<file path="src/rtl/ex_stage.sv">
// ex_stage: execute stage of the five-stage pipeline.
// Computes the ALU result, resolves BEQ/BNE/JR and owns the EX/MEM latch.
// Build option: define EX_FAST_SHIFT_EN to replace the iterative
// one-bit-per-cycle shifter (which stalls the front end via busy) with a
// single-cycle barrel shifter.
package cpu_types_pkg;
  typedef logic [31:0] word_t;

  typedef enum logic [3:0] {
    ALU_SLL  = 4'd0,
    ALU_SRL  = 4'd1,
    ALU_ADD  = 4'd2,
    ALU_SUB  = 4'd3,
    ALU_AND  = 4'd4,
    ALU_OR   = 4'd5,
    ALU_XOR  = 4'd6,
    ALU_NOR  = 4'd7,
    ALU_SLT  = 4'd8,
    ALU_SLTU = 4'd9
  } aluop_t;

  // I-type opcodes whose immediate is not sign-extended
  localparam logic [5:0] OP_ANDI = 6'h0C;
  localparam logic [5:0] OP_ORI  = 6'h0D;
  localparam logic [5:0] OP_XORI = 6'h0E;
  localparam logic [5:0] OP_LUI  = 6'h0F;
endpackage

module ex_stage
  import cpu_types_pkg::*;
#(
  parameter int WORD_W = 32
) (
  input  logic      CLK,
  input  logic      nRST,
  ex_stage_if.slave exif
);

  typedef struct packed {
    logic [WORD_W-1:0] result;
    logic [WORD_W-1:0] wdat;
    logic [WORD_W-1:0] npc;
    logic [WORD_W-1:0] instr;
    logic              regWr;
    logic              dWEN;
    logic              dREN;
    logic              halt;
    logic [2:0]        rdSel;
  } exMem_t;

  // instruction fields
  logic [5:0]        opcode;
  logic [15:0]       imm16;
  logic [4:0]        shamt;
  aluop_t            aluOp;
  logic              shiftLeft;

  logic [WORD_W-1:0] immSext;
  logic [WORD_W-1:0] immExt;
  logic [WORD_W-1:0] opA;
  logic [WORD_W-1:0] opB;
  logic [WORD_W-1:0] aluOut;
  logic [WORD_W-1:0] shiftOut;
  logic [WORD_W-1:0] resultS;
  logic [WORD_W-1:0] branchTgt;
  logic [WORD_W-1:0] brTargetS;
  logic              isZero;
  logic              takenRaw;
  logic              stallEx;
  logic              busyS;

  exMem_t            exMemN;
  exMem_t            exMemR;

  assign opcode    = exif.instr_i[31:26];
  assign imm16     = exif.instr_i[15:0];
  assign shamt     = exif.instr_i[10:6];
  assign aluOp     = aluop_t'(exif.aluOp_i);
  assign shiftLeft = (aluOp == ALU_SLL);

  assign immSext   = {{(WORD_W-16){imm16[15]}}, imm16};

  // Immediate extension depends on the opcode: logicals zero-extend, LUI shifts up
  always_comb begin
    immExt = immSext;
    case (opcode)
      OP_ANDI, OP_ORI, OP_XORI: immExt = {{(WORD_W-16){1'b0}}, imm16};
      OP_LUI:                   immExt = {imm16, {(WORD_W-16){1'b0}}};
      default:                  immExt = immSext;
    endcase
  end

  assign opA = exif.rdat1_i;
  assign opB = exif.aluSrc_i ? immExt : exif.rdat2_i;

  // ALU: arithmetic wraps, compares yield 0/1; shift codes go through the shifter path
  always_comb begin
    aluOut = {WORD_W{1'b0}};
    case (aluOp)
      ALU_ADD:  aluOut = opA + opB;
      ALU_SUB:  aluOut = opA - opB;
      ALU_AND:  aluOut = opA & opB;
      ALU_OR:   aluOut = opA | opB;
      ALU_XOR:  aluOut = opA ^ opB;
      ALU_NOR:  aluOut = ~(opA | opB);
      ALU_SLT:  aluOut = {{(WORD_W-1){1'b0}}, ($signed(opA) < $signed(opB))};
      ALU_SLTU: aluOut = {{(WORD_W-1){1'b0}}, (opA < opB)};
      default:  aluOut = {WORD_W{1'b0}};
    endcase
  end

  // ------------------------------------------------------------------
  // Shifter
  // ------------------------------------------------------------------
`ifdef EX_FAST_SHIFT_EN
  assign shiftOut = shiftLeft ? (exif.rdat2_i << shamt) : (exif.rdat2_i >> shamt);
  assign stallEx  = 1'b0;
  assign busyS    = 1'b0;
`else
  typedef enum logic [0:0] {
    S_IDLE  = 1'b0,
    S_SHIFT = 1'b1
  } shState_t;

  shState_t          stateR;
  shState_t          stateN;
  logic [4:0]        cntR;
  logic [4:0]        cntN;
  logic [WORD_W-1:0] shRegR;
  logic [WORD_W-1:0] shRegN;
  logic              dirLeftR;
  logic              dirLeftN;
  logic              busyR;
  logic              shiftReq;
  logic [WORD_W-1:0] stepVal;

  assign shiftReq = exif.shift_i && (shamt != 5'd0);
  // one-bit step of the working value in the latched direction
  assign stepVal  = dirLeftR ? {shRegR[WORD_W-2:0], 1'b0} : {1'b0, shRegR[WORD_W-1:1]};

  // Shifter state register; busy is registered from the next state
  always_ff @(posedge CLK) begin
    if (!nRST) begin
      stateR   <= S_IDLE;
      cntR     <= 5'd0;
      shRegR   <= {WORD_W{1'b0}};
      dirLeftR <= 1'b0;
      busyR    <= 1'b0;
    end else begin
      stateR   <= stateN;
      cntR     <= cntN;
      shRegR   <= shRegN;
      dirLeftR <= dirLeftN;
      busyR    <= (stateN == S_SHIFT);
    end
  end

  // Shifter next state: load on entry, step while enabled, abort on flush
  always_comb begin
    stateN   = stateR;
    cntN     = cntR;
    shRegN   = shRegR;
    dirLeftN = dirLeftR;
    case (stateR)
      S_IDLE: begin
        if (shiftReq && exif.en && !exif.flush) begin
          stateN   = S_SHIFT;
          cntN     = shamt;
          shRegN   = exif.rdat2_i;
          dirLeftN = shiftLeft;
        end else begin
          stateN   = S_IDLE;
        end
      end
      S_SHIFT: begin
        if (exif.flush) begin
          stateN = S_IDLE;
          cntN   = 5'd0;
        end else if (exif.en) begin
          shRegN = stepVal;
          cntN   = cntR - 5'd1;
          if (cntR == 5'd1) begin
            stateN = S_IDLE;
          end else begin
            stateN = S_SHIFT;
          end
        end else begin
          stateN = S_SHIFT;
        end
      end
      default: begin
        stateN = S_IDLE;
        cntN   = 5'd0;
      end
    endcase
  end

  // Shifter outputs: the final step is presented combinationally so EX/MEM
  // captures it on the same edge the FSM returns to IDLE
  always_comb begin
    shiftOut = exif.rdat2_i;
    stallEx  = 1'b0;
    case (stateR)
      S_IDLE: begin
        shiftOut = exif.rdat2_i;
        stallEx  = shiftReq;
      end
      S_SHIFT: begin
        shiftOut = stepVal;
        stallEx  = (cntR != 5'd1);
      end
      default: begin
        shiftOut = exif.rdat2_i;
        stallEx  = 1'b0;
      end
    endcase
  end

  assign busyS = busyR;
`endif

  // Result priority: link address, then shifter, then ALU
  always_comb begin
    if (exif.jpSel_i) begin
      resultS = exif.npc_i;
    end else if (exif.shift_i) begin
      resultS = shiftOut;
    end else begin
      resultS = aluOut;
    end
  end

  // ------------------------------------------------------------------
  // Branch resolution
  // ------------------------------------------------------------------
  assign isZero    = (exif.rdat1_i == exif.rdat2_i);
  assign branchTgt = exif.npc_i + {immSext[WORD_W-3:0], 2'b00};

  // Decide taken/target from pcSrc: BEQ, BNE, JR
  always_comb begin
    takenRaw  = 1'b0;
    brTargetS = branchTgt;
    case (exif.pcSrc_i)
      2'b01:   takenRaw = isZero;
      2'b10:   takenRaw = !isZero;
      2'b11: begin
        takenRaw  = 1'b1;
        brTargetS = exif.rdat1_i;
      end
      default: takenRaw = 1'b0;
    endcase
  end

  assign exif.br_taken  = takenRaw & ~busyS & ~exif.flush;
  assign exif.br_target = brTargetS;
  assign exif.busy      = busyS;

  // ------------------------------------------------------------------
  // EX/MEM latch
  // ------------------------------------------------------------------
  always_comb begin
    exMemN.result = resultS;
    exMemN.wdat   = exif.rdat2_i;
    exMemN.npc    = exif.npc_i;
    exMemN.instr  = exif.instr_i;
    exMemN.regWr  = exif.regWr_i;
    exMemN.dWEN   = exif.dWEN_i;
    exMemN.dREN   = exif.dREN_i;
    exMemN.halt   = exif.halt_i;
    exMemN.rdSel  = exif.rdSel_i;
  end

  // EX/MEM update: reset, flush and shifter stall load bubbles; en low holds
  always_ff @(posedge CLK) begin
    if (!nRST) begin
      exMemR <= '0;
    end else if (exif.flush) begin
      exMemR <= '0;
    end else if (exif.en && stallEx) begin
      exMemR <= '0;
    end else if (exif.en) begin
      exMemR <= exMemN;
    end else begin
      exMemR <= exMemR;
    end
  end

  assign exif.result_o = exMemR.result;
  assign exif.wdat_o   = exMemR.wdat;
  assign exif.npc_o    = exMemR.npc;
  assign exif.instr_o  = exMemR.instr;
  assign exif.regWr_o  = exMemR.regWr;
  assign exif.dWEN_o   = exMemR.dWEN;
  assign exif.dREN_o   = exMemR.dREN;
  assign exif.halt_o   = exMemR.halt;
  assign exif.rdSel_o  = exMemR.rdSel;

endmodule

</file>
<file path="src/rtl/ex_stage_if.sv">
// ex_stage_if: bundles the ID/EX operand/control inputs, the stall/flush
// controls and the EX/MEM outputs of the execute stage.
// slave  = the execute stage itself, master = whoever drives ID/EX.
interface ex_stage_if #(
  parameter int WORD_W = 32
);
  // ID/EX side
  logic [WORD_W-1:0] instr_i;
  logic [WORD_W-1:0] npc_i;
  logic [WORD_W-1:0] rdat1_i;
  logic [WORD_W-1:0] rdat2_i;
  logic [3:0]        aluOp_i;
  logic              aluSrc_i;
  logic              shift_i;
  logic              jpSel_i;
  logic [1:0]        pcSrc_i;
  logic              regWr_i;
  logic              dWEN_i;
  logic              dREN_i;
  logic              halt_i;
  logic [2:0]        rdSel_i;
  // pipeline control
  logic              en;
  logic              flush;
  // hazard / redirect
  logic              busy;
  logic              br_taken;
  logic [WORD_W-1:0] br_target;
  // EX/MEM side
  logic [WORD_W-1:0] result_o;
  logic [WORD_W-1:0] wdat_o;
  logic [WORD_W-1:0] npc_o;
  logic [WORD_W-1:0] instr_o;
  logic              regWr_o;
  logic              dWEN_o;
  logic              dREN_o;
  logic              halt_o;
  logic [2:0]        rdSel_o;

  modport master (
    output instr_i, npc_i, rdat1_i, rdat2_i, aluOp_i, aluSrc_i, shift_i,
           jpSel_i, pcSrc_i, regWr_i, dWEN_i, dREN_i, halt_i, rdSel_i,
           en, flush,
    input  busy, br_taken, br_target, result_o, wdat_o, npc_o, instr_o,
           regWr_o, dWEN_o, dREN_o, halt_o, rdSel_o
  );

  modport slave (
    input  instr_i, npc_i, rdat1_i, rdat2_i, aluOp_i, aluSrc_i, shift_i,
           jpSel_i, pcSrc_i, regWr_i, dWEN_i, dREN_i, halt_i, rdSel_i,
           en, flush,
    output busy, br_taken, br_target, result_o, wdat_o, npc_o, instr_o,
           regWr_o, dWEN_o, dREN_o, halt_o, rdSel_o
  );
endinterface

</file>
<file path="src/flat_wrapper.sv">
// flat-port wrapper written by rule: the top's interface ports become plain ports
module ex_stage_flat import cpu_types_pkg::*;
#(
  parameter int WORD_W = 32
)
  (CLK, nRST, exif_instr_i, exif_npc_i, exif_rdat1_i, exif_rdat2_i, exif_aluOp_i, exif_aluSrc_i, exif_shift_i, exif_jpSel_i, exif_pcSrc_i, exif_regWr_i, exif_dWEN_i, exif_dREN_i, exif_halt_i, exif_rdSel_i, exif_en, exif_flush, exif_busy, exif_br_taken, exif_br_target, exif_result_o, exif_wdat_o, exif_npc_o, exif_instr_o, exif_regWr_o, exif_dWEN_o, exif_dREN_o, exif_halt_o, exif_rdSel_o);
  ex_stage_if #(.WORD_W(WORD_W)) exif_i ();
  input  logic CLK;
  input  logic nRST;
  input wire logic [$bits(exif_i.instr_i)-1:0] exif_instr_i;
  input wire logic [$bits(exif_i.npc_i)-1:0] exif_npc_i;
  input wire logic [$bits(exif_i.rdat1_i)-1:0] exif_rdat1_i;
  input wire logic [$bits(exif_i.rdat2_i)-1:0] exif_rdat2_i;
  input wire logic [$bits(exif_i.aluOp_i)-1:0] exif_aluOp_i;
  input wire logic [$bits(exif_i.aluSrc_i)-1:0] exif_aluSrc_i;
  input wire logic [$bits(exif_i.shift_i)-1:0] exif_shift_i;
  input wire logic [$bits(exif_i.jpSel_i)-1:0] exif_jpSel_i;
  input wire logic [$bits(exif_i.pcSrc_i)-1:0] exif_pcSrc_i;
  input wire logic [$bits(exif_i.regWr_i)-1:0] exif_regWr_i;
  input wire logic [$bits(exif_i.dWEN_i)-1:0] exif_dWEN_i;
  input wire logic [$bits(exif_i.dREN_i)-1:0] exif_dREN_i;
  input wire logic [$bits(exif_i.halt_i)-1:0] exif_halt_i;
  input wire logic [$bits(exif_i.rdSel_i)-1:0] exif_rdSel_i;
  input wire logic [$bits(exif_i.en)-1:0] exif_en;
  input wire logic [$bits(exif_i.flush)-1:0] exif_flush;
  output wire logic [$bits(exif_i.busy)-1:0] exif_busy;
  output wire logic [$bits(exif_i.br_taken)-1:0] exif_br_taken;
  output wire logic [$bits(exif_i.br_target)-1:0] exif_br_target;
  output wire logic [$bits(exif_i.result_o)-1:0] exif_result_o;
  output wire logic [$bits(exif_i.wdat_o)-1:0] exif_wdat_o;
  output wire logic [$bits(exif_i.npc_o)-1:0] exif_npc_o;
  output wire logic [$bits(exif_i.instr_o)-1:0] exif_instr_o;
  output wire logic [$bits(exif_i.regWr_o)-1:0] exif_regWr_o;
  output wire logic [$bits(exif_i.dWEN_o)-1:0] exif_dWEN_o;
  output wire logic [$bits(exif_i.dREN_o)-1:0] exif_dREN_o;
  output wire logic [$bits(exif_i.halt_o)-1:0] exif_halt_o;
  output wire logic [$bits(exif_i.rdSel_o)-1:0] exif_rdSel_o;
  assign exif_i.instr_i = exif_instr_i;
  assign exif_i.npc_i = exif_npc_i;
  assign exif_i.rdat1_i = exif_rdat1_i;
  assign exif_i.rdat2_i = exif_rdat2_i;
  assign exif_i.aluOp_i = exif_aluOp_i;
  assign exif_i.aluSrc_i = exif_aluSrc_i;
  assign exif_i.shift_i = exif_shift_i;
  assign exif_i.jpSel_i = exif_jpSel_i;
  assign exif_i.pcSrc_i = exif_pcSrc_i;
  assign exif_i.regWr_i = exif_regWr_i;
  assign exif_i.dWEN_i = exif_dWEN_i;
  assign exif_i.dREN_i = exif_dREN_i;
  assign exif_i.halt_i = exif_halt_i;
  assign exif_i.rdSel_i = exif_rdSel_i;
  assign exif_i.en = exif_en;
  assign exif_i.flush = exif_flush;
  assign exif_busy = exif_i.busy;
  assign exif_br_taken = exif_i.br_taken;
  assign exif_br_target = exif_i.br_target;
  assign exif_result_o = exif_i.result_o;
  assign exif_wdat_o = exif_i.wdat_o;
  assign exif_npc_o = exif_i.npc_o;
  assign exif_instr_o = exif_i.instr_o;
  assign exif_regWr_o = exif_i.regWr_o;
  assign exif_dWEN_o = exif_i.dWEN_o;
  assign exif_dREN_o = exif_i.dREN_o;
  assign exif_halt_o = exif_i.halt_o;
  assign exif_rdSel_o = exif_i.rdSel_o;
  ex_stage #(.WORD_W(WORD_W)) u_core (.CLK(CLK), .nRST(nRST), .exif(exif_i));
endmodule
</file>
<file path="config.mk">
export PLATFORM = sky130hd
export DESIGN_NAME = ex_stage_flat
export DESIGN_NICKNAME = d
export VERILOG_FILES = /design/src/rtl/ex_stage.sv /design/src/rtl/ex_stage_if.sv /design/src/flat_wrapper.sv
export SDC_FILE = /design/constraint.sdc
export NUM_CORES = 1
export LEC_CHECK = 0
export BUFFER_PORTS_ARGS = -buffer_cell sky130_fd_sc_hd__buf_2
export CORE_MARGIN = 5
export CORE_UTILIZATION = 41
export DETAILED_ROUTE_END_ITERATION = 8
export PLACE_DENSITY = 0.7
export SYNTH_ARGS = -nofsm -noshare
export SYNTH_HDL_FRONTEND = slang
export SYNTH_SLANG_ARGS = --single-unit
</file>
<file path="constraint.sdc">
create_clock -name CLK -period 3.61 [get_ports CLK]
set_input_delay 0.361 -clock CLK [delete_from_list [all_inputs] [get_ports CLK]]
set_output_delay 0.361 -clock CLK [all_outputs]
set_load 0.005 [all_outputs]
</file>
## Word level (Yosys, flattened, before mapping)

Cells that the tools add are included.
W data, S select, Z words.

| word-level totals | value |
|---|---|
| flip-flop bits (word level) | 174 |
| input port bits | 148 |
| logic and storage cells | 86 |

| operators by class | value |
|---|---|
| magnitude comparators | 2 |
| mux-type cells | 23 |
| equal/unequal tests | 22 |
| reductions and logical operators | 13 |
| bitwise gates (word level) | 9 |
| add/subtract/negate cells | 4 |

Operators by type and width:

| cell | number |
|---|---|
| $mux W32 | 8 |
| $pmux W32 S8 | 1 |
| $pmux W32 S2 | 3 |
| $add A32 B32 Y32 | 2 |
| $lt A32 B32 Y1 | 2 |
| $and A32 B32 Y32 | 1 |
| $eq A32 B32 Y1 | 1 |
| $not A32 Y32 | 1 |
| $or A32 B32 Y32 | 1 |
| $sub A32 B32 Y32 | 1 |
| $xor A32 B32 Y32 | 1 |
| $eq A6 B4 Y1 const B | 4 |
| $eq A4 B3 Y1 const B | 4 |
| $mux W5 | 3 |
| $pmux W5 S2 | 1 |
| $eq A4 B2 Y1 const B | 2 |
| $eq A4 B4 Y1 const B | 2 |
| $reduce_or A3 Y1 | 2 |
| $eq A5 B1 Y1 const B | 1 |
| $ne A5 B1 Y1 const B | 1 |
| $reduce_bool A5 Y1 | 1 |
| $sub A5 B1 Y5 const B | 1 |
| $eq A2 B2 Y1 const B | 2 |
| $logic_and A1 B1 Y1 | 4 |
| 13 further kinds | 23 |

## Longest topological paths before layout

Gate-level depths: netlist of run 1.

| logic depth | value |
|---|---|
| word-level depth | 9 |
| gate-level depth with buffers | 19 |
| gate-level depth less buffers | 18 |

## Worst setup path after synthesis of run 1

OpenSTA, ideal clock, no wires.

| timing path | value |
|---|---|
| path type | input to register |
| start | in exif_instr_i[30] |
| end | reg u_core.exMemR, in the netlist u_core.exif.result_o[29] |
| setup slack | -0.260 ns |
| arrival | 3.800 ns |
| stages on the path | 18 |
| buffers on the path | 2 |
| data required time | 3.540 ns |
| cells stage by stage | nor2_1 -> nand3_1 -> nor2_1 -> nor2_1 -> clkbuf_1 -> a22o_1 -> inv_1 -> ha_1 -> buf_4 -> and3_1 -> a22o_1 -> o211ai_1 -> a311oi_2 -> a41oi_1 -> or3_1 -> a21oi_1 -> mux2_1 -> a21oi_1 |

| on the way | value |
|---|---|
| longest elaborated chain between the ends | 9 |

RTL lines:

| what | RTL line | text |
|---|---|---|
| start, declared | flat_wrapper.sv:10 | `input wire logic [$bits(exif_i.instr_i)-1:0] exif_instr_i;` |
| $eq A6 B4 Y1 | ex_stage.sv:86 | `case (opcode)` |
| $reduce_or A3 Y1 | ex_stage.sv:86 |  |
| $pmux W32 S2 * | ex_stage.sv:86 |  |
| $mux W32 * | ex_stage.sv:94 | `assign opB = exif.aluSrc_i ? immExt : exif.rdat2_i;` |
| parallel branches: the longest is 2 deep, another holds $sub A32 B32 Y32 | n/a |  |
| $pmux W32 S8 * | ex_stage.sv:99 | `case (aluOp)` |
| $mux W32 * | ex_stage.sv:226 | `end else if (exif.shift_i) begin` |
| $mux W32 * | ex_stage.sv:224 | `if (exif.jpSel_i) begin` |
| end signal, assigned | ex_stage.sv:282 | `exMemR <= exMemN;` |
| end signal, assigned | ex_stage.sv:284 | `exMemR <= exMemR;` |
| end, declared | ex_stage.sv:73 | `exMem_t exMemR;` |

Every way passes the cells marked *.
A chain may end at the register's enable or synchronous reset.

## Worst setup path after layout of run 1

| timing path | value |
|---|---|
| start | in exif_instr_i[31] |
| end | reg u_core.exMemR, in the netlist u_core.exif.result_o[24] |

Same word-level chain as after synthesis.

==> results.toml, run 1 <==
[worst_hold_path]
min_from = "exif_instr_i[22]"
min_to = "u_core.exif.instr_o[22]$_SDFFE_PP0P_"
hold_path_class = "in2reg"
whs_path_depth = 3

[synth]
synth-seq-cells = 174
ys_seq_area_share_pct = 21.9
ys.warnings.count = 0
synth_area_leaders = "dfxtp_1 22%, ha_1 11%, mux2i_1 9.7%"
synth_nets = 2444
synth_edf_count = 0
synthCells = 2149
syn_area_per_cell_um2 = 7.41
yosys.area.top_type = "dfxtp_1"
synthFlopType = "dfxtp_1"
ys_types = 89
synth_top_cell_area_share_pct = 21.9
syn_area_um2 = 15900
synthArstFlopShare_pct = 0

[power_and_ir_drop]
p_int_mw = 4.17
p_comb_share_pct = 43.1
pwr-share-seq_pct = 29.9
power.share.clock_pct = 27.0
swShare_pct = 38.6
total_power_mw = 6.80
ir_worst_vdd_mv = 0.317
p_per_area_nw_per_um2 = 325
power_leakage_nw = 9.99
power.switching_mw = 2.63

[placement]
gp_congestion = 1.03
hpwl_um = 59400
io_buffer_count = 316

[routing]
vias = 18500
drc = 0
avgViaCountPerCell = 5.80
drt_wl_total_um = 73800
drtIter0Drc = 2076
wire_per_inst_um = 23.1
ant_nets = 0
firstDrtPassIters = 6

[clock_tree]
cts_tree = "built"
ctsHoldBuffers = 0
clock-root-buffer = "clkbuf_16"
cts_buffers = 17
htree_levels = 4
cts_buffer_depth = 2
clk_pin_slew_worst_paths_ns = 0.07
cts.sinks = 174
clk_latency_ns = 0.46

[final_layout]
layout.nets = 2955
syn_to_final_growth_pct = 31.4
drive_gt1_share_pct = 28.1
final_util_pct = 54.3

[floorplan]
ioPinCount = 317
initial_core_util_pct = 41.3
fp.dieW_um = 207
dieHeight_um = 207
die_area_um2 = 42900
fp-row-count = 72
coreArea_um2 = 38600

[grt]
overflow = 0
grt_usage_pct = 32.4
grt_start_max_net_pins = 91
grt_pass1_vias = 17700
antenna_found_initial = 6
grt_pass1_wl_um = 109000

[timing]
min_period_ns = 3.51
worst_pin_slew_ns = 1.09
max_freq_mhz = 285
relSlewSlack_pct = 26.9
timing.hold.ws_ns = 0.140
finalSetupViolCount = 0
hold_violations = 0
fin_skew_ns = 0.0107
slew_viol_final = 0
period_share_pct = 97.3

[run_status]
status = "finished clean"

[job]
max-cap-violations = 0

[critical_path]
startpoint_type = "primary input"
worst_path_most_repeated_cell = "buf_4"
slowest_delay_ns = 0.49
crit_arrival_ns = 3.84
worst-path-max-fanout = 6
rr_startpoint = "u_core.cntR[0]$_SDFFE_PN0P_"
r2r_cells = 7
crit_type = "in2reg"
cp-end-kind = "flop"
rr_endpoint = "u_core.exif.result_o[16]$_SDFFE_PP0P_"
crit_slowest_cell = "o41ai_4"
cp_data_required_time_ns = 3.93
reg2reg_slack_ns = 1.06
crit_chain = "buf_2, nor2_4, nand3_4, and2_1, o21ai_4, nor2_1, a21o_1, inv_2, ha_4, inv_2, buf_4, a21oi_4, buf_4, nand2_1, o31a_4, o41ai_4, buf_4, o31ai_2, o31ai_4, a21oi_2"
==> area by class of cell <==
class / count / area [um^2]
Fill cell: 3760 / 17600
Multi-Input combinational cell: 1703 / 11700
Timing Repair Buffer: 630 / 3990
Sequential cell: 174 / 3480
Tap cell: 518 / 648
Inverter: 134 / 503
Clock buffer: 20 / 467
Clock inverter: 11 / 93.8
Antenna cell: 4 / 10.0
==> stage by stage <==
| step | std cells | worst slack [ns] | TNS (ns) | area, um^2 |
|---|---|---|---|---|
| after floorplan | 2149 | 0.000796 | 0 | 16000 |
| after global placement | 3152 | -0.662 | -7.94 | 20000 |
| after detailed placement | 3152 | -0.695 | -8.83 | 20000 |
| after CTS | 3183 | -0.0354 | -0.0508 | 20600 |
| after global routing | 3194 | -0.0741 | -0.108 | 20900 |
| final | 3194 | 0.0981 | 0 | 20900 |
==> worst max-delay path, delay by kind of cell <==
kind,cells,cell delay [ns]
buffers and inverters,6,0.71
adder cells (fa/ha/maj),1,0.16
AND/OR/NAND/NOR,5,0.59
AO/OA/AOI/OAI,8,1.99
==> per-layer routing <==
layer | global-route usage (%) | wire length [um] | up-vias
met2 | 49.0 | 31200 | 1040
met1 | 44.1 | 31100 | 8725
met4 | 15.6 | 4070 | 2
met5 | 0 | 13 | -
met3 | 6.51 | 7410 | 197
li1 | - | - | 8567
==> repair_timing <==
item,in CTS,in global routing
pin swaps,3,20
setup endpoints to repair,8,27
buffers inserted,0,7
gates resized for setup,12,60
==> cell families after synthesis <==
family,count (synthesis),share of synthesized area [%]
buffers and inverters,272,6.72
muxes,157,9.89
DFF,174,21.9
adders and majority gates,147,11.7
AOI/OAI and AO/OA,623,25.8
xor gates and xnor gates,80,4.40
and+or+nand+nor,696,19.6
==> state kept, by name, summed over array words and instances, names as in the netlist <==
name	flops
u_core.exif.npc_o	32
u_core.exif.rdSel_o	3
u_core.shRegR	32
u_core.exif.dWEN_o	1
u_core.stateR	1
u_core.exif.halt_o	1
u_core.exif.regWr_o	1
u_core.cntR	5
u_core.exif.wdat_o	32
u_core.exif.result_o	32
u_core.dirLeftR	1
u_core.exif.instr_o	32
u_core.exif.dREN_o	1
==> power groups by stage <==
| stage | Clock, mW | Combinational, mW | Sequential (mW) |
|---|---|---|---|
| detailed placement | 0 | 2.76 | 2.07 |
| global placement | 0 | 2.73 | 2.07 |
| CTS | 1.84 | 2.78 | 2.03 |
| floorplan | 0 | 1.48 | 2.06 |
| global route | 1.92 | 3.13 | 2.03 |
| finish | 1.84 | 2.93 | 2.03 |
==> synthesized netlist by cell type (all sizes together), types with 32 or more instances <==
| library cell | count |
|---|---|
| nor2 | 289 |
| nand2 | 190 |
| a21oi | 185 |
| dfxtp | 174 |
| mux2i | 154 |
| ha | 144 |
| o21ai | 135 |
| inv | 134 |
| clkbuf | 106 |
| xor2 | 42 |
| a21o | 41 |
| nand3 | 41 |
| xnor2 | 38 |
| a21boi | 35 |
| nor3 | 33 |
| buf | 32 |
| nand2b | 32 |
==> worst max-delay path by stage <==
stage / from / end / slack (ns) / depth (start not counted)
3_3_place_gp: exif_instr_i[30] / u_core.exif.result_o[24]$_SDFFE_PP0P_ / -0.66 / 19
6_report: exif_instr_i[31] / u_core.exif.result_o[24]$_SDFFE_PP0P_ / 0.1 / 20
4_1_cts: exif_instr_i[30] / u_core.exif.result_o[28]$_SDFFE_PP0P_ / -0.04 / 20
5_1_grt: exif_instr_i[31] / u_core.exif.result_o[15]$_SDFFE_PP0P_ / -0.07 / 20
3_5_place_dp: exif_instr_i[26] / u_core.exif.result_o[28]$_SDFFE_PP0P_ / -0.69 / 18
2_1_floorplan: exif_instr_i[30] / u_core.exif.result_o[27]$_SDFFE_PP0P_ / 0.0008 / 18
==> cell usage in the layout, fill, tap and decap left out, types with 18 or more instances in the layout <==
master and instances:
inv_1 129, nand3_1 40, buf_4 312, a21boi_0 34, nand2b_1 32, nor3_1 31
buf_2 313, nor4_1 18, o211ai_1 18, nand2_1 189, nor2_1 283, dfxtp_1 173
ha_1 132, xnor2_1 38, a21oi_1 174, nor2b_1 22, o21ai_0 125, xor2_1 42
mux2i_1 154, a21o_1 40
(Power assumes the default switching activity.)
==> inputs of run 2 (changes only) <==
--- a/config.mk
+++ b/config.mk
@@ -9,7 +9,7 @@
 export CORE_MARGIN = 5
 export CORE_UTILIZATION = 41
 export DETAILED_ROUTE_END_ITERATION = 8
-export PLACE_DENSITY = 0.7
+export PLACE_DENSITY = 0.67
 export SYNTH_ARGS = -nofsm -noshare
 export SYNTH_HDL_FRONTEND = slang
 export SYNTH_SLANG_ARGS = --single-unit
==> constraint.sdc (replaced) <==
create_clock -name CLK -period 3.8 [get_ports CLK]
set_input_delay 0.38 -clock CLK [delete_from_list [all_inputs] [get_ports CLK]]
set_output_delay 0.38 -clock CLK [all_outputs]
set_load 0.005 [all_outputs]
==> run 2 against run 1 <==
Non-clock buffer count down 25. Power down 5.4%. Sequential power down 5%. Die area unchanged. Combinational power down 7.8%. Clock skew down 0.0023 ns. Sequential cell count unchanged. Clock power down 2%. Count of clock-buffer cells in the layout down 2. Critical path type is now in2out. Largest power group unchanged.
==> results.toml, run 2 (synthesized netlist as in run 1, its figures left out) <==
[placement]
hpwl_um = 58600
io_buffer_count = 316
gp_congestion = 1.01
dp_slack_ns = -0.489

[final_layout]
final_cell_mix = "314 x buf_2, 286 x buf_4, 285 x nor2_1"
layout.nets = 2930
register_area_um2 = 3480
multi_input_area_um2 = 11500
final_util_pct = 53.3
final_common_cell = "buf_2"
syn_to_final_growth_pct = 28.9
drive_gt1_share_pct = 26.3
fillerInstances = 3811

[critical_path]
worst-path-max-fanout = 4
cp-end-kind = "output pin"
critPathLaunch = "exif_instr_i[0]"
startpoint_type = "primary input"
critPathBufInv = 4
crit_type = "in2out"
crit_arrival_ns = 3.32
rr_startpoint = "u_core.stateR$_SDFF_PN0_"
crit_chain = "buf_2, ha_1, inv_1, fa_1, nor2b_1, o21ai_0, a21oi_1, buf_4, o2111ai_1, a31oi_2, o21ai_0, nand2b_1, xnor2_1, o21ai_0, buf_2"
cpLargestDelayFamily = "compound AO/OA/AOI/OAI gates"
slowest_delay_ns = 0.40
cp_data_required_time_ns = 3.42
crit_slowest_cell = "fa_1"
cp.depth = 15
worst_path_most_repeated_cell = "o21ai_0"
r2r_cells = 6

[floorplan]
dieHeight_um = 207
die_area_um2 = 42900
coreArea_um2 = 38600
initial_core_util_pct = 41.3
ioPinCount = 317
fp-row-count = 72
fp.dieW_um = 207

[grt]
grt_pass1_vias = 17300
grt_pass1_wl_um = 107000
grt_usage_pct = 31.9
antenna_found_initial = 6
overflow = 0
grt_start_max_net_pins = 75

[routing]
vias = 18600
drtIter0Drc = 2360
drc = 0
wire_per_inst_um = 23.0
drt_wl_total_um = 72900
firstDrtPassIters = 6
ant_nets = 0
avgViaCountPerCell = 5.87

[clock_tree]
clock-root-buffer = "clkbuf_16"
cts_buffers = 17
ctsHoldBuffers = 0
htree_levels = 4
cts_tree = "built"
cts.sinks = 174
clk_latency_ns = 0.46
clk_pin_slew_worst_paths_ns = 0.08
cts_buffer_depth = 2

[power_and_ir_drop]
p_per_area_nw_per_um2 = 313
power_leakage_nw = 9.88
ir_worst_vdd_mv = 0.276

[timing]
hold_violations = 0
min_period_ns = 3.70
finalSetupViolCount = 0
period_share_pct = 97.4
relSlewSlack_pct = 19.1
fin_skew_ns = 0.00839
max_freq_mhz = 270
fin_ws_ns = 0.0988
slew_viol_final = 0
worst_pin_slew_ns = 1.21
timing.hold.ws_ns = 0.155
rsz0062_at_grt = "yes"

[job]
max-cap-violations = 0

[worst_hold_path]
min_from = "exif_dREN_i"
whs_path_depth = 3
hold_path_class = "in2reg"

[run_status]
status = "finished clean"
## run 2: changes by cell type in the layout (fill, tap and decap cells not counted), sizes merged, moves of 2 or more
cell,delta
buf,-25
clkinv,+6
clkbuf,-2
clkinvlp,-2
inv,-2
## run 2: final timing paths
| kind | to | slack (ns) |
|---|---|---|
| setup / recovery | exif_br_target[18] | 0.1 |
| hold reg to reg | u_core.exif.result_o[3]$_SDFFE_PP0P_ | 0.48 |
| setup reg to reg | u_core.exif.result_o[12]$_SDFFE_PP0P_ | 1.14 |
| hold / removal | u_core.exif.dREN_o$_SDFFE_PP0P_ | 0.15 |
## run 2: worst min-delay path: cells and delay by family
family	cells	cell delay, ns
and+or+nand+nor	1	0.07
muxes	1	0.05
buffers and inverters	1	0.07
## run 2: where the power goes
part           internal (mW)  switching [mW]  total, mW
clock                  0.931           0.874       1.80
combinational           1.13            1.57       2.70
sequential              1.88          0.0436       1.93
## run 2: repair_timing
action / CTS / global route
hold endpoints to repair: 0 / 0
pin swaps: 0 / 6
setup buffers: 0 / 2
endpoints found under the setup margin: 1 / 20
resized for setup: 1 / 28
## run 2: cell type report
type | instances | share of cell area (%)
timing repair buffer | 605 | 18.5
clock buffer | 18 | 2.09
clock inverter | 14 | 0.768
inverter | 134 | 2.45
antenna | 5 | 0.0609
tap | 518 | 3.16
multi-input combinational | 1703 | 56.0
sequential | 174 | 17.0
## run 2: routing by layer
layer  up-vias  part of all wire, %  GRT usage (%)
li1       8537                    -              -
met1      8827                   42           44.2
met2      1100                   42           47.4
met3       156                   11           7.25
met4         2                  4.5           13.8
met5         -                0.018              0
## run 2: through the flow
stage          std cells  area (um^2)  power, mW  setup TNS (ns)
4_1_cts             3164        20400       6.34               0
5_1_grt             3171        20500       6.71         -0.0685
3_5_place_dp        3132        19800       4.55           -5.60
6_report            3171        20500       6.43               0
2_1_floorplan       2149        15900       3.36               0
3_3_place_gp        3132        19800       4.53           -5.25
==> inputs of run 3 (changes only) <==
==> constraint.sdc (replaced) <==
create_clock -name CLK -period 4.48 [get_ports CLK]
set_input_delay 0.448 -clock CLK [delete_from_list [all_inputs] [get_ports CLK]]
set_output_delay 0.448 -clock CLK [all_outputs]
set_load 0.005 [all_outputs]
==> run 3 against run 2 <==
First-iteration DRC count fell by 9.6%. Final area shrank 9.1%. Combinational power decreased by 27%. Register-to-register slack improved by 0.36 ns. Die area stayed put. Power down 21%. Global-route usage shrank 0.99 points. Non-clock buffer count fell by 228. Clock power down 17%. Critical path depth grew 3. Worst hold slack better by 0.082 ns.
==> results.toml, run 3 (synthesized netlist as in run 1, its figures left out) <==
[clock_tree]
cts.sinks = 174
clock-root-buffer = "clkbuf_16"
cts_tree = "built"
ctsHoldBuffers = 0
cts_setup_buffers = 0
clk_pin_slew_worst_paths_ns = 0.08
cts_resized = 0
cts_buffers = 17
cts_buffer_depth = 2
clk_latency_ns = 0.45
htree_levels = 4

[timing]
min_period_ns = 4.09
finalSetupTns_ns = 0
slew_viol_final = 0
max_freq_mhz = 244
finalSetupViolCount = 0
fin_skew_ns = 0.0159
hold_violations = 0
rsz0062_at_grt = "no"
timing.hold.ws_ns = 0.237
period_share_pct = 91.4
worst_pin_slew_ns = 1.29
relSlewSlack_pct = 14.1

[critical_path]
slowest_delay_ns = 0.82
startpoint_type = "primary input"
cp-end-kind = "flop"
worst-path-max-fanout = 5
cp_data_required_time_ns = 4.77
crit_arrival_ns = 4.39
worst_path_most_repeated_cell = "nor2_1"
critPathBufInv = 3
cpLargestDelayFamily = "compound AO/OA/AOI/OAI gates"
crit_type = "in2reg"
crit_chain = "buf_2, nor2_1, nand3_1, nor2_1, nor2_1, buf_4, a22o_1, inv_1, ha_1, nor2b_2, or4_4, o2111ai_4, nand4_1, a21oi_1, o31ai_1, xnor2_1, a2111oi_0, o21ai_0"
crit_slowest_cell = "a2111oi_0"

[routing]
drt_wl_total_um = 70000
avgViaCountPerCell = 5.89
vias = 17300
wire_per_inst_um = 23.8
ant_nets = 0
firstDrtPassIters = 9
drc = 0
drtIter0Drc = 2133

[placement]
hpwl_um = 55900
gp_congestion = 0.986
io_buffer_count = 316

[grt]
antenna_found_initial = 10
overflow = 0
use_met3_pct = 7.08
grt_pass1_wl_um = 104000
gr-max-usage-layer = "met2"
use_met1_pct = 42.5
grt_start_max_net_pins = 89
grtUsageMet2_pct = 46.6
grt_pass1_vias = 16500
grt_usage_pct = 30.9

[final_layout]
syn_to_final_growth_pct = 17.2
drive_gt1_share_pct = 18.4
final_common_cell = "buf_2"
layout.nets = 2702
final_util_pct = 48.4
final_cell_mix = "314 x buf_2, 289 x nor2_1, 190 x nand2_1"

[floorplan]
die_area_um2 = 42900
dieHeight_um = 207
fp-row-count = 72
initial_core_util_pct = 41.3
ioPinCount = 317
fp.dieW_um = 207
coreArea_um2 = 38600

[job]
max-cap-violations = 0

[worst_hold_path]
hold_path_class = "in2reg"

[run_status]
status = "finished clean"

[power_and_ir_drop]
power_leakage_nw = 8.73
p_per_area_nw_per_um2 = 273
ir_worst_vdd_mv = 0.222
## run 3: cell types whose count changed in the layout (fill, tap and decap cells not counted), moves of 3 or more
cell     delta
nor2_2      -4
ha_1        +3
a21oi_1     +4
inv_6       +3
buf_4     -225
nor2_1      +4
a21oi_2     -4
## run 3: layout make-up
cell class	count	area [um^2]
fill	3949	19900
antenna	6	15.0
inverter	134	503
clock buffer	20	447
tap	518	648
sequential	174	3480
multi-input combinational	1703	11400
timing repair buffer	377	2060
clock inverter	12	123
## run 3: where the power goes
part,internal [mW],switching [mW],leakage [nW]
registers,1.60,0.0367,1.41
clock network,0.795,0.703,0.274
logic,0.720,1.24,7.04
total,3.11,1.98,8.73
## run 3: stage by stage
| stage | power [mW] | setup slack, ns | cell area (um^2) | std cells |
|---|---|---|---|---|
| after CTS | 5.06 | 0.515 | 18700 | 2938 |
| after global placement | 3.56 | 0.0884 | 18100 | 2906 |
| final | 5.09 | 0.385 | 18700 | 2944 |
| after floorplan | 2.85 | 0.523 | 15900 | 2149 |
| after global routing | 5.34 | 0.163 | 18700 | 2942 |
| after detailed placement | 3.57 | 0.0694 | 18100 | 2906 |
## run 3: metal layers
metal | up-vias | share of wire, %
met5 | - | 0.023
met4 | 2 | 4.3
met3 | 126 | 10
met2 | 940 | 43
met1 | 8187 | 43
li1 | 8073 | -
## run 3: path summary, 6_finish.rpt
check	cells after the start	slack, ns	to	from
worst max-delay path	18	0.39	u_core.exif.result_o[15]$_SDFFE_PP0P_	exif_instr_i[30]
worst min-delay path	3	0.24	u_core.exif.instr_o[24]$_SDFFE_PP0P_	exif_instr_i[24]
worst max register to register	7	1.50	u_core.exif.result_o[30]$_SDFFE_PP0P_	u_core.cntR[0]$_SDFFE_PN0P_
worst min register to register	2	0.47	u_core.shRegR[0]$_SDFFE_PN0P_	u_core.shRegR[0]$_SDFFE_PN0P_
## run 3: worst min-delay path, cell delays in order
cell and delay (ns):
buf_2 0.07, mux2i_1 0.05, nor2_1 0.07
